<file path="src/rtl/sti_share_encoder.sv">
// Splits each unshared S-box input byte into two Boolean shares using a 16-bit LFSR mask.
// After a set number of sharings the block stops taking input until it is given a new seed.
//
// state     | meaning
// UNSEEDED  | no seed loaded since reset; input is refused
// RUN       | seeded; input is accepted subject to output backpressure
// EXHAUSTED | sharing budget used up; a pending output can still drain, but input is refused
module sti_share_encoder #(
  parameter logic [15:0] SEED_DEFAULT = 16'hACE1,
  parameter logic [15:0] RESEED_LIMIT = 16'd1024
) (
  input  logic        clk,
  input  logic        rst,
  input  logic        seed_valid,
  input  logic [15:0] seed,
  input  logic        in_valid,
  input  logic [7:0]  in,
  output logic        in_ready,
  output logic        out_valid,
  output logic [15:0] out,
  input  logic        out_ready,
  output logic        reseed_req
);

  typedef enum logic [1:0] {UNSEEDED, RUN, EXHAUSTED} state_t;

  state_t      state, state_nxt;
  logic [15:0] lfsr;
  logic [15:0] lfsr_step;
  logic [15:0] cnt;
  logic        hs;
  logic        limit_hit;

  assign lfsr_step = {lfsr[14:0], lfsr[15] ^ lfsr[13] ^ lfsr[12] ^ lfsr[10]};

  // A seed load takes the cycle, so it blocks the handshake.
  assign in_ready   = (state == RUN) & ~seed_valid & (~out_valid | out_ready);
  assign hs         = in_valid & in_ready;
  assign limit_hit  = ({1'b0, cnt} + 17'd1) == {1'b0, RESEED_LIMIT};
  assign reseed_req = (state == EXHAUSTED);

  always_ff @(posedge clk or posedge rst) begin
    if (rst) state <= UNSEEDED;
    else     state <= state_nxt;
  end

  always_comb begin
    state_nxt = state;
    if (seed_valid)
      state_nxt = RUN;
    else if (hs && limit_hit)
      state_nxt = EXHAUSTED;
  end

  always_ff @(posedge clk or posedge rst) begin
    if (rst) begin
      lfsr      <= SEED_DEFAULT;
      cnt       <= 16'd0;
      out       <= 16'h0000;
      out_valid <= 1'b0;
    end else begin
      // An all-zero seed would lock the LFSR, so swap in the default.
      if (seed_valid) begin
        lfsr <= (seed == 16'h0000) ? SEED_DEFAULT : seed;
        cnt  <= 16'd0;
      end else if (hs) begin
        lfsr <= lfsr_step;
        cnt  <= cnt + 16'd1;
      end

      if (hs) begin
        out       <= {in ^ lfsr[7:0], lfsr[7:0]};
        out_valid <= 1'b1;
      end else if (out_ready) begin
        out_valid <= 1'b0;
      end
    end
  end

endmodule
</file>
<file path="config.mk">
export PLATFORM = sky130hd
export DESIGN_NAME = sti_share_encoder
export DESIGN_NICKNAME = d
export VERILOG_FILES = /design/src/rtl/sti_share_encoder.sv
export SDC_FILE = /design/constraint.sdc
export NUM_CORES = 1
export LEC_CHECK = 0
export CORE_MARGIN = 10
export CORE_UTILIZATION = 47
export DETAILED_ROUTE_END_ITERATION = 10
export GPL_TIMING_DRIVEN = 0
export PLACE_DENSITY = 0.76
export SYNTH_ARGS = -nofsm -noshare
export SYNTH_HDL_FRONTEND = slang
export SYNTH_SLANG_ARGS = --single-unit
</file>
<file path="constraint.sdc">
create_clock -name clk -period 1.77 [get_ports clk]
set_input_delay 0.354 -clock clk [delete_from_list [all_inputs] [get_ports clk]]
set_output_delay 0.354 -clock clk [all_outputs]
set_load 0.01 [all_outputs]
</file>
==> flow_metrics.env <==
export IMPL_worst_setup_path_start_kind="register"
export IMPL_n_antenna_cell=0
export IMPL_path_clk_slew_ps=90
export IMPL_hpwlAfterDp_mm=4.72
export IMPL_synth_distinct_cells=44
export IMPL_path_max_fanout=5
export IMPL_grt_ovfl_total=0
export IMPL_synth_area_leaders="dfrtp_1 (41%), dfstp_2 (8.0%), xnor2_1 (6.0%)"
export IMPL_synth_top_area_share=0.407
export IMPL_maxSlewViolCount=0
export IMPL_die_h_um=95.0
export IMPL_rsz0062_at_grt="yes"
export IMPL_hold_ws_ps=377
export IMPL_r2r_slack_ps=-180
export IMPL_worst_pin_slew_ps=510
export IMPL_crit_start="cnt[1]"
export IMPL_ys_async_sr_fraction=1.00
export IMPL_nets=374
export IMPL_synth_edf_count=0
export IMPL_synth_most_common_cell="dfrtp_1"
export IMPL_synth_common_cells="dfrtp_1 (43), nor2_1 (38), a21oi_1 (21)"
export IMPL_ios=48
export IMPL_ctsHoldBuffers=0
export IMPL_setup_viol=3
export IMPL_numPortBuffers=46
export IMPL_min_path_type="in2async"
export IMPL_p_per_area_nw_per_um2=840
export IMPL_worstReg2RegStart="cnt[1]"
export IMPL_worstSetupEndpointType="register"
export IMPL_ctsLongestPathBuffers=2
export IMPL_violations="setup timing"
export IMPL_place_gp_congestion=0.847
export IMPL_cts_made_buffers=5
export IMPL_timing_final_crit_share=1.10
export IMPL_grt_pass1_vias=2319
export IMPL_wirelength_mm=7.09
export IMPL_antenna_found_initial=0
export IMPL_ys_seq_area_frac=0.487
export IMPL_finClkSkew_ps=4.27
export IMPL_ir_drop_mv=0.569
export IMPL_worstPathRequired_ps=1990
export IMPL_wl_per_cell_um=17.0
export IMPL_firstDrtPassIters=4
export IMPL_syn_inst=272
export IMPL_critical_path_endpoint="state[1]"
export IMPL_antenna_left=0
export IMPL_grt_usage=0.156
export IMPL_fp_dieW_um=95.0
export IMPL_placeableCoreArea_sq_um=5470
export IMPL_timing_final_ws_setup_ps=-182
export IMPL_p_leak_uw=0.00151
export IMPL_crit_arrival_ps=2170
export IMPL_ys_flop_type="dfrtp_1"
export IMPL_drt_iter0_drc=116
export IMPL_postSynthAreaPerCell_sq_um=9.71
export IMPL_root_buffer="clkbuf_8"
export IMPL_vias=2310
export IMPL_drc_errors=0
export IMPL_cts_sinks=51
export IMPL_num_rows=27
export IMPL_hold_viol=0
export IMPL_syn2layout_area_growth_pct=38.8
export IMPL_drive_above_1_share=0.255
export IMPL_synth_warnings=0
export IMPL_synth_top_area_cell="dfrtp_1"
export IMPL_relSlewSlack=0.660
export IMPL_syn_nets=302
export IMPL_grt_pass1_wl_mm=11.4
export IMPL_dieArea_sq_um=9020
export IMPL_netlist_area_sq_um=2640
export IMPL_min_period_ps=1950
export IMPL_grt_max_degree=31
export IMPL_post_route_util=0.670
export IMPL_rr_endpoint="state[1]"
export IMPL_initial_utilization=0.483
export IMPL_ys_seq_elements=51
export IMPL_cts_max_level=2
export IMPL_total_power_uw=3080
export IMPL_clk_latency_ps=310
export IMPL_outcome="finished with violations"
export IMPL_avgViaCountPerCell=5.54
export IMPL_cts_tree="done"
export IMPL_fin_tns_setup_ps=-369
export IMPL_rr_worst_depth=7
export IMPL_cap_violations=0
export IMPL_worstSetupPathType="reg2reg"
export IMPL_max_freq_ghz=0.512
## sequential cells by signal (all words and copies together) (netlist names)
signal,flops
out,16
state,2
cnt,16
out_valid,1
lfsr,16
## worst max-delay path: stages, from the launching register on
cell and delay [ps]:
dfrtp_2 450, ha_4 200, a311oi_2 240, a31oi_2 80, a2111oi_4 340, nand4_1 180, buf_4 170, o32ai_2 200
## how the worst min path moves through the flow
stage	from	endpoint	slack [ps]	cells past startpoint
final	rst	out[8]	380	2
after detailed placement	lfsr[11]	lfsr[11]	490	2
after global placement	lfsr[11]	lfsr[11]	470	2
after floorplan	lfsr[11]	lfsr[11]	460	2
after CTS	rst	out[8]	390	2
after global routing	rst	out[12]	410	2
## cell usage in the layout (no fill, tap or decap), types with 2 or more instances in the layout
cell type and count:
mux2i_1 2, o22ai_1 3, nor2_1 36, a222oi_1 2, nand4_1 11, nand2_1 20, bufinv_16 2, o31a_1 3
clkdlybuf4s50_1 44, or3_1 3, clkbuf_1 3, dfrtp_2 4, xor2_1 10, o21ai_0 13, nor4_2 4, nand3_1 6
o21ai_1 2, and3_4 4, nor4_4 2, mux2_2 8, dfrtp_1 39, clkbuf_2 4, clkbuf_8 8, buf_4 22
clkbuf_4 3, dfstp_2 8, a21oi_1 20, xnor2_1 18, o2111ai_1 2, inv_1 9
## kinds of logic after synthesis
kind of cell	synth area share
multiplexers	0.0417
AO/OA/AOI/OAI	0.131
adder cells (fa/ha/maj)	0.00474
AND/OR/NAND/NOR	0.190
buffers and inverters	0.0531
XOR/XNOR	0.0928
flip-flops	0.487
## area by class of cell
class / count / area, sq um
multi-input cells: 194 / 1370
flip-flops and latches: 51 / 1290
clock buffers: 6 / 72.6
repair buffers: 69 / 647
plain buffers: 13 / 98.8
well taps: 72 / 90.1
inverters: 10 / 37.5
clock inverters: 2 / 60.1
fillers: 433 / 1810
## where the power goes
group | total [uW] | switching (uW) | internal (uW)
combinational | 692 | 302 | 390
clock | 958 | 393 | 565
sequential | 1430 | 101 | 1330
## per-layer routing
| metal | wire length (um) | part of all wire | track usage | vias to the layer above |
|---|---|---|---|---|
| li1 | - | - | - | 1105 |
| met5 | 0 | 0 | 0 | - |
| met4 | 95 | 0.013 | 0.0549 | 0 |
| met2 | 3560 | 0.50 | 0.256 | 60 |
| met3 | 346 | 0.049 | 0.0325 | 8 |
| met1 | 3080 | 0.44 | 0.199 | 1137 |
## stage by stage
step           cell area [sq um]  setup WS [ps]  std cells
3_3_place_gp                3190           -785        390
2_1_floorplan               2640          -78.7        272
5_1_grt                     3670           -227        417
3_5_place_dp                3210           -676        391
6_report                    3670           -182        417
4_1_cts                     3530           -169        408
## timing repair
action	in CTS	in global routing
setup endpoints to repair	37	32
setup buffers	12	10
pin swaps	11	13
resized for setup	27	26
Note: power is estimated with default switching activity, not from simulation.
